## src/rtl/mem_stage.sv

```systemverilog
// -----------------------------------------------------------------------------
// mem_stage -- memory access stage of a simple 16-bit pipeline.
//
// Non-memory instructions pass through with one cycle of latency. Loads and
// stores are issued on a registered request/acknowledge memory bus. The stage
// stalls the upstream pipeline until the access is acknowledged, and inserts
// writeback bubbles while the access is in progress.
//
// Optional feature: define MEM_STAGE_TIMEOUT_EN to add an 8-bit access
// timeout. An access that is not acknowledged is abandoned after 256 cycles,
// and memo_err pulses for one cycle. When the macro is undefined, the stage
// waits indefinitely for mem_ack and memo_err is tied to 0.
//
// Ports
//   clk, rst                  clock, synchronous active-high reset
//   memi_instr/pc/branch      pass-through from execute
//   memi_result               ALU result; the memory address for accesses
//   memi_wreg_addr            destination register (4'hF = none)
//   memi_write_to_mem_data    store data
//   memi_rwe                  00 none, 10 read, 01 write, 11 illegal
//   mem_addr/wdata/req/we     memory bus request (registered)
//   mem_rdata/mem_ack         memory bus response
//   memo_instr/pc/branch      registered pass-through
//   memo_wb_en/wreg_addr/data writeback request
//   mem_stall                 upstream must hold memi_* while high
//   memo_err                  one-cycle access-timeout pulse
// -----------------------------------------------------------------------------
module mem_stage (
    input  logic        clk,
    input  logic        rst,
    input  logic [15:0] memi_instr,
    input  logic [15:0] memi_pc,
    input  logic [15:0] memi_result,
    input  logic [3:0]  memi_wreg_addr,
    input  logic [15:0] memi_write_to_mem_data,
    input  logic [1:0]  memi_rwe,
    input  logic        memi_branch,
    output logic [15:0] mem_addr,
    output logic [15:0] mem_wdata,
    output logic        mem_req,
    output logic        mem_we,
    input  logic [15:0] mem_rdata,
    input  logic        mem_ack,
    output logic [15:0] memo_instr,
    output logic [15:0] memo_pc,
    output logic        memo_branch,
    output logic        memo_wb_en,
    output logic [3:0]  memo_wreg_addr,
    output logic [15:0] memo_wb_data,
    output logic        mem_stall,
    output logic        memo_err
);

    typedef enum logic [1:0] {
        IDLE  = 2'd0,
        READ  = 2'd1,
        WRITE = 2'd2
    } state_t;

    state_t      state_q, state_d;
    logic [15:0] addr_q, addr_d;
    logic [15:0] wdata_q, wdata_d;
    logic        req_q, req_d;
    logic        we_q, we_d;
    logic [15:0] instr_q, instr_d;
    logic [15:0] pc_q, pc_d;
    logic        branch_q, branch_d;
    logic        wb_en_q, wb_en_d;
    logic [3:0]  wreg_q, wreg_d;
    logic [15:0] wb_data_q, wb_data_d;
`ifdef MEM_STAGE_TIMEOUT_EN
    logic [7:0]  cnt_q, cnt_d;
    logic        err_q, err_d;
`endif

    always_comb begin
        state_d   = state_q;
        addr_d    = addr_q;
        wdata_d   = wdata_q;
        req_d     = req_q;
        we_d      = we_q;
        instr_d   = instr_q;
        pc_d      = pc_q;
        branch_d  = branch_q;
        wreg_d    = wreg_q;
        wb_data_d = wb_data_q;
        // Writeback is a per-cycle request; it is a bubble unless set below.
        wb_en_d   = 1'b0;
`ifdef MEM_STAGE_TIMEOUT_EN
        cnt_d     = cnt_q;
        err_d     = 1'b0;
`endif
        case (state_q)
            IDLE: begin
                // The pass-through fields are captured in every IDLE cycle. For an
                // access, they are then held until the access completes.
                instr_d  = memi_instr;
                pc_d     = memi_pc;
                branch_d = memi_branch;
                wreg_d   = memi_wreg_addr;
                case (memi_rwe)
                    2'b10: begin
                        addr_d  = memi_result;
                        req_d   = 1'b1;
                        we_d    = 1'b0;
                        state_d = READ;
`ifdef MEM_STAGE_TIMEOUT_EN
                        cnt_d   = 8'd0;
`endif
                    end
                    2'b01: begin
                        addr_d  = memi_result;
                        wdata_d = memi_write_to_mem_data;
                        req_d   = 1'b1;
                        we_d    = 1'b1;
                        state_d = WRITE;
`ifdef MEM_STAGE_TIMEOUT_EN
                        cnt_d   = 8'd0;
`endif
                    end
                    default: begin
                        // Illegal access code 11 is treated as a no-op without writeback.
                        wb_data_d = memi_result;
                        wb_en_d   = (memi_rwe == 2'b00) && (memi_wreg_addr != 4'hF);
                    end
                endcase
            end
            READ, WRITE: begin
                if (mem_ack) begin
                    req_d   = 1'b0;
                    state_d = IDLE;
                    if (state_q == READ) begin
                        wb_data_d = mem_rdata;
                        wb_en_d   = (wreg_q != 4'hF);
                    end
                end
`ifdef MEM_STAGE_TIMEOUT_EN
                else if (cnt_q == 8'hFF) begin
                    req_d   = 1'b0;
                    state_d = IDLE;
                    err_d   = 1'b1;
                end else begin
                    cnt_d = cnt_q + 8'd1;
                end
`endif
            end
            default: begin
                req_d   = 1'b0;
                state_d = IDLE;
            end
        endcase
    end

    always_ff @(posedge clk) begin
        if (rst) begin
            state_q   <= IDLE;
            addr_q    <= 16'h0000;
            wdata_q   <= 16'h0000;
            req_q     <= 1'b0;
            we_q      <= 1'b0;
            instr_q   <= 16'h0000;
            pc_q      <= 16'h0000;
            branch_q  <= 1'b0;
            wb_en_q   <= 1'b0;
            wreg_q    <= 4'h0;
            wb_data_q <= 16'h0000;
`ifdef MEM_STAGE_TIMEOUT_EN
            cnt_q     <= 8'd0;
            err_q     <= 1'b0;
`endif
        end else begin
            state_q   <= state_d;
            addr_q    <= addr_d;
            wdata_q   <= wdata_d;
            req_q     <= req_d;
            we_q      <= we_d;
            instr_q   <= instr_d;
            pc_q      <= pc_d;
            branch_q  <= branch_d;
            wb_en_q   <= wb_en_d;
            wreg_q    <= wreg_d;
            wb_data_q <= wb_data_d;
`ifdef MEM_STAGE_TIMEOUT_EN
            cnt_q     <= cnt_d;
            err_q     <= err_d;
`endif
        end
    end

    assign mem_addr       = addr_q;
    assign mem_wdata      = wdata_q;
    assign mem_req        = req_q;
    assign mem_we         = we_q;
    assign memo_instr     = instr_q;
    assign memo_pc        = pc_q;
    assign memo_branch    = branch_q;
    assign memo_wb_en     = wb_en_q;
    assign memo_wreg_addr = wreg_q;
    assign memo_wb_data   = wb_data_q;
    assign mem_stall      = (state_q != IDLE);
`ifdef MEM_STAGE_TIMEOUT_EN
    assign memo_err       = err_q;
`else
    assign memo_err       = 1'b0;
`endif

endmodule

```

## config.mk

```make
export PLATFORM = sky130hd
export DESIGN_NAME = mem_stage
export DESIGN_NICKNAME = d
export VERILOG_FILES = /design/src/rtl/mem_stage.sv
export SDC_FILE = /design/constraint.sdc
export NUM_CORES = 1
export LEC_CHECK = 0
export ABC_AREA = 0
export CORE_ASPECT_RATIO = 2
export CORE_MARGIN = 3
export CORE_UTILIZATION = 40
export CTS_BUF_LIST = sky130_fd_sc_hd__clkbuf_16
export DETAILED_ROUTE_END_ITERATION = 16
export PLACE_DENSITY = 0.8
export SETUP_SLACK_MARGIN = 0.3
export SYNTH_ARGS = -nofsm -noshare
export SYNTH_HDL_FRONTEND = slang
export SYNTH_SLANG_ARGS = --single-unit
```

## constraint.sdc

```tcl
create_clock -name clk -period 2 [get_ports clk]
set_input_delay 0.3 -clock clk [delete_from_list [all_inputs] [get_ports clk]]
set_output_delay 0.3 -clock clk [all_outputs]
set_load 0.03 [all_outputs]
```

==> results.yml, run 1 <==
logic_synthesis:
  synth_area_sq_um: 3617
  synth.most_common_cell: "dfxtp_1"
  post-synth-top-area-cell: "dfxtp_1"
  synthArstFlopShare_pct: 0
  post_synth_num_cell_types: 28
  synth_top_area_share_pct: 49.81
  synth_area_leaders: "dfxtp_1, mux2i_1, a21oi_1, nand2_1, nor2_1"
  synthTopCellsByCount: "dfxtp_1, nand2_1, mux2i_1"
  synth-seq-cells: 90
  yosysWarnings: 0
  netlist_instances: 396
  syn_avg_cell_area_sq_um: 9.134
  syn_nets: 491
  synth_top_flop_cell: "dfxtp_1"
  synth_edf_count: 0
  ys_seq_area_share_pct: 49.81
sta:
  finClkSkew_ns: 0.005314
  rsz0062_at_grt: "true"
  finalWorstSetupSlack_ns: 0.2561
  finalSetupViolCount: 0
  finalCriticalPeriod_ns: 1.744
  slew_viol_final: 0
  clock.fmax_mhz: 573.4
  hold_viol: 0
  timing.final.crit_share_pct: 87.20
  slew_headroom_pct: 66.82
  fin_setup_tns_ns: 0
  max_slew.worst_pin.slew_ns: 0.4965
worst_setup_path:
  cp_num_buf_inv: 2
  reg2reg_from: "state_q[0]"
  critPathLaunchType: "input pin"
  cp_max_fo: 7
  critPathKind: "in2reg"
  critPathTopFamily: "simple AND/OR/NAND/NOR gates"
  cp_slowest_stage_delay_ns: 0.54
  required_ns: 2.26
  worstPathCellList: "clkdlybuf4s50_1 > inv_2 > ha_4 > and2_4 > or4_1 > a21oi_1"
  cp-startpoint: "memi_rwe[0]"
  worst_setup_path_end_kind: "flip-flop"
  crit_arrival_ns: 2.00
  slowest_stage: "or4_1"
hold_path:
  hold_path_class: "reg2reg"
  min_from: "mem_addr[12]"
grt:
  grt_pass1_wl_um: 18350
  grt_usage_pct: 23.42
  antenna_found_initial: 0
  grt_pass1_vias: 3655
  grt_start_max_net_pins: 91
  grt.overflow.total: 0
finish:
  fill_cells: 689
  finalNonFillerCells: 692
  multi_input_area_sq_um: 1774
  num_antenna_cells: 0
  regArea_sq_um: 1809
  nNetsFinal: 683
  drive_above_1_share_pct: 11.82
  area_growth_pct: 71.81
placement:
  pre_cts_ws_ns: -0.2806
  dp.cells: 658
  gp_congestion: 0.7940
  io_buffers: 178
  hpwlAfterDp_um: 7997
clock_network:
  clk_pin_slew_ns: 0.06
  cts-root-buf: "clkbuf_16"
  cts_tree: "yes"
  insertion_delay_ns: 0.34
  cts_buffers: 9
  clkSinkCount: 90
  cts.path.max_buffers: 2
  htree_levels: 3
floorplan:
  initial_core_util_pct: 41.54
  num_rows: 48
  die-area_sq_um: 10290
  pin_count: 180
  die_w_um: 73.24
  core-area_sq_um: 8708
  die_height_um: 140.5
route:
  routedWlPerCell_um: 17.87
  firstDrtPassIters: 4
  routed_wl_um: 12370
  remaining_drc_errors: 0
  drtAntennaViolNets: 0
  viasPerCell: 5.282
  route.vias.total: 3655
  drt_iter0_markers: 229
run:
  cap_violations: 0
pwr:
  ir_drop_mv: 0.7324
  leakagePower_nw: 3.003
  power_per_cell_area_nw_per_um2: 892.5
run_status:
  outcome: "completed"
## power breakdown
group          switching, mW  leakage, nW  internal (mW)
registers             0.0961        0.744           1.97
logic                  0.978         2.11          0.909
clock network          0.651        0.145          0.943
## layer usage
metal | GRT usage [%] | wire, um
met5 | 0 | 0
met2 | 42.75 | 7060
met3 | 5.819 | 723
met4 | 12.84 | 571
met1 | 22.92 | 4013
## layout by cell type (no fill, tap or decap), types with 2 or more instances in the layout
| master | synthesis | routed |
|---|---|---|
| inv_2 | 0 | 2 |
| dfxtp_1 | 90 | 88 |
| a21oi_2 | 0 | 3 |
| bufbuf_16 | 0 | 2 |
| a211oi_1 | 3 | 3 |
| buf_12 | 0 | 5 |
| ha_1 | 5 | 2 |
| buf_4 | 1 | 22 |
| or4_1 | 16 | 13 |
| nor2_1 | 38 | 37 |
| dfxtp_4 | 0 | 2 |
| a21boi_4 | 0 | 3 |
| mux2i_1 | 53 | 53 |
| clkdlybuf4s50_1 | 0 | 147 |
| o31ai_1 | 16 | 15 |
| clkbuf_16 | 0 | 9 |
| nand2_1 | 68 | 68 |
| clkinv_2 | 0 | 2 |
| nand4_1 | 2 | 2 |
| ha_4 | 0 | 3 |
| nor2_4 | 0 | 2 |
| or4_4 | 0 | 3 |
| inv_1 | 6 | 5 |
| and2_4 | 1 | 3 |
| a21oi_1 | 52 | 49 |
| dlymetal6s2s_1 | 0 | 27 |
| o21ai_0 | 2 | 2 |
| dlygate4sd2_1 | 0 | 2 |
| and2_2 | 0 | 2 |
## logic make-up (layout without fill, tap and decap cells)
family / after synthesis / count (layout) / synth area share (%)
other cells: 1 / 1 / 0.1037
simple gates: 133 / 137 / 16.22
compound gates: 75 / 77 / 11.86
mux: 53 / 53 / 14.67
flops: 90 / 90 / 49.81
buf+inv: 39 / 229 / 5.603
fa+ha+maj: 5 / 5 / 1.730
## sequential cells by signal, summed over array words and instances, names as in the netlist
register and count:
memo_instr 16, memo_branch 1, memo_wb_en 1, mem_wdata 16, mem_req 1, mem_we 1
memo_pc 16, memo_wreg_addr 4, state_q 2, mem_addr 16, memo_wb_data 16
## stage by stage
step	utilization, %	power [mW]	hold WS [ns]	area (sq um)
after CTS	69.11	5.490	0.4615	6018
after detailed placement	63.41	3.732	0.4533	5522
after global routing	71.36	5.784	0.4814	6215
after global placement	63.41	3.691	0.4415	5522
final	71.36	5.547	0.4573	6215
after floorplan	-	3.039	0.4360	3633
## worst reg2reg max path: cells and delay by family, from the launching register on
kind,cells,cell delay [ns]
flip-flops,1,0.37
AO/OA/AOI/OAI,1,0.18
adder cells (fa/ha/maj),1,0.18
AND/OR/NAND/NOR,2,0.73
buffers and inverters,2,0.20
## final cells by class
class                           instances  share of cell area (%)
Timing Repair Buffer                  208                   35.47
Sequential cell                        90                   29.11
Multi-Input combinational cell        273                   28.55
Clock buffer                            9                   3.624
Tap cell                              100                   2.013
Clock inverter                          6                  0.8254
Inverter                                6                  0.4027
## final timing paths
| path | end | slack (ns) | cells after the start |
|---|---|---|---|
| setup / recovery | memo_wb_data[15] | 0.26 | 6 |
| hold / removal | mem_addr[12] | 0.46 | 2 |
| setup reg to reg | memo_wb_data[15] | 0.27 | 6 |
| hold reg to reg | mem_addr[12] | 0.46 | 2 |
## what timing repair did
action / in CTS / in global routing
endpoints found under the setup margin: 37 / 61
buffers inserted: 3 / 8
cloned: 7 / 1
pin swaps: 3 / 9
hold buffers: 0 / 0
resized for setup: 22 / 43
Note: power is estimated with default switching activity, not from simulation.
==> run 2, diff against run 1 <==
- CORE_UTILIZATION: 40 -> 36
- PLACE_DENSITY: 0.8 -> 0.76
- clock period: 2 -> 1.51 ns (I/O delays scaled with it)
==> results.yml, run 2 (synthesized netlist as in run 1, its figures left out) <==
run_status:
  outcome: "finished, violations left"
  violations: "setup timing"
pwr:
  power_per_cell_area_nw_per_um2: 1216
  switchingPower_mw: 2.534
  p_clk_share_pct: 28.6
  power_frac_seq_pct: 35.4
  leakagePower_nw: 2.973
  ir_drop_mv: 0.6935
  p_int_mw: 5.225
  combPwrFrac_pct: 36.0
  switching_share_pct: 32.66
sta:
  rsz0062_at_grt: "true"
  slew_headroom_pct: 65.14
  slew_viol_final: 0
  finalWorstSetupSlack_ns: -0.1661
  finalSetupViolCount: 33
  fin_setup_tns_ns: -2.706
  finClkSkew_ns: 0.007418
  finalCriticalPeriod_ns: 1.676
  clock.fmax_mhz: 596.6
  timing.final.crit_share_pct: 111.0
  max_slew.worst_pin.slew_ns: 0.5224
  hold_viol: 0
grt:
  antenna_found_initial: 1
  grt_usage_pct: 23.44
  grt_start_max_net_pins: 91
  grt.overflow.total: 0
  grt_pass1_wl_um: 20610
  grt_pass1_vias: 3992
run:
  cap_violations: 0
worst_setup_path:
  cp_max_fo: 9
  required_ns: 1.77
  worstPathCellList: "inv_2 > ha_4 > a21boi_4 > or4_1 > a21oi_1"
  slowest_stage: "or4_1"
  critPathLaunchType: "flip-flop"
  cp_slowest_stage_delay_ns: 0.56
  critPathTopFamily: "simple AND/OR/NAND/NOR gates"
  cp_num_buf_inv: 1
  worst_setup_path_end_kind: "flip-flop"
  critPathKind: "reg2reg"
  crit_arrival_ns: 1.94
floorplan:
  die_w_um: 76.88
  die_height_um: 147.8
  pin_count: 180
  num_rows: 51
  core-area_sq_um: 9763
  die-area_sq_um: 11360
  initial_core_util_pct: 37.05
placement:
  hpwlAfterDp_um: 8199
  pre_cts_ws_ns: -0.5783
  gp_congestion: 0.8274
  io_buffers: 178
route:
  drtAntennaViolNets: 0
  firstDrtPassIters: 4
  viasPerCell: 5.068
  routedWlPerCell_um: 18.28
  remaining_drc_errors: 0
  routed_wl_um: 13710
  route.vias.total: 3801
  drt_iter0_markers: 156
finish:
  drive_above_1_share_pct: 36.47
  mostFrequentLayoutCell: "dfxtp_1"
  area_growth_pct: 76.44
  nNetsFinal: 707
  layout_common_cells: "dfxtp_1, clkdlybuf4s50_1, buf_2, mux2i_1, a21oi_1"
clock_network:
  clkSinkCount: 90
  cts.path.max_buffers: 2
  insertion_delay_ns: 0.34
  cts_tree: "yes"
  htree_levels: 3
  cts-root-buf: "clkbuf_16"
  clk_pin_slew_ns: 0.07
  cts_buffers: 9
hold_path:
  hold_path_class: "in2reg"
## run 2: cell types whose count changed in the layout (fill, tap and decap cells not counted), moves of 4 or more
cell             before  now
buf_2                 1   87
nand2_2               0   27
clkdlybuf4s50_1     147   87
clkinvlp_4            0    4
nand2_1              68   33
dlymetal6s2s_1       27    0
buf_6                 0    7
buf_12                5   11
buf_16                1   11
nand2_4               0    6
## run 2: power by group through the flow
stage | logic (mW) | clock network (mW) | registers (mW)
final | 2.79 | 2.22 | 2.75
after global routing | 2.94 | 2.36 | 2.77
after CTS | 2.72 | 2.27 | 2.74
after detailed placement | 2.23 | 0 | 2.79
after global placement | 2.19 | 0 | 2.78
after floorplan | 0.854 | 0 | 3.22
## run 2: worst min-delay path, stage by stage
cell and delay (ns):
buf_2 0.12, buf_12 0.21, a21oi_1 0.14
## run 2: area by class of cell
class,instances,area [sq um]
Antenna cell,1,2.502
Clock buffer,9,225.2
Clock inverter,7,70.07
Fill cell,817,3381
Inverter,6,26.28
Multi-Input combinational cell,274,1929
Sequential cell,90,1804
Tap cell,132,165.2
Timing Repair Buffer,231,2160
## run 2: through the flow
step                instance area, sq um  cells  hold slack, ns  total power, mW  utilization [%]
floorplan                           3714    396          0.3625            4.078                -
global placement                    5679    700          0.4433            4.967            58.17
detailed placement                  5679    700          0.4460            5.021            58.17
CTS                                 6369    744          0.3953            7.726            65.23
global route                        6382    750          0.4121            8.069            65.37
finish                              6382    750          0.3988            7.759            65.37
## run 2: metal layers
metal / vias to the layer above / GRT usage (%) / share of wire [%]
met5: - / 0 / 0
met4: 0 / 14.79 / 5.1
met3: 49 / 4.817 / 4.7
met2: 149 / 44.06 / 57
met1: 1793 / 22.68 / 33
li1: 1810 / - / -
## run 2: path summary, 6_finish.rpt
check | start | endpoint | slack, ns | cells after the start
worst max-delay path | state_q[0] | memo_wb_data[12] | -0.17 | 5
worst min-delay path | rst | mem_wdata[2] | 0.40 | 3
worst max register to register | state_q[0] | memo_wb_data[12] | -0.17 | 5
worst min register to register | mem_wdata[6] | mem_wdata[6] | 0.45 | 2
## run 2: timing repair
| item | 4_1_cts | 5_1_grt |
|---|---|---|
| gates resized for setup | 472 | 64 |
| pin swaps | 37 | 16 |
| cloned | 15 | 3 |
| hold endpoints to repair | 0 | 0 |
| setup buffers | 13 | 2 |
| setup endpoints to repair | 179 | 113 |
| hold buffers | 0 | 0 |
==> run 3, diff against run 2 <==
- GPL_ROUTABILITY_DRIVEN: unset -> 0
==> results of run 3 <==
No change in the layout: final DEF, timing and power equal those of run 2.
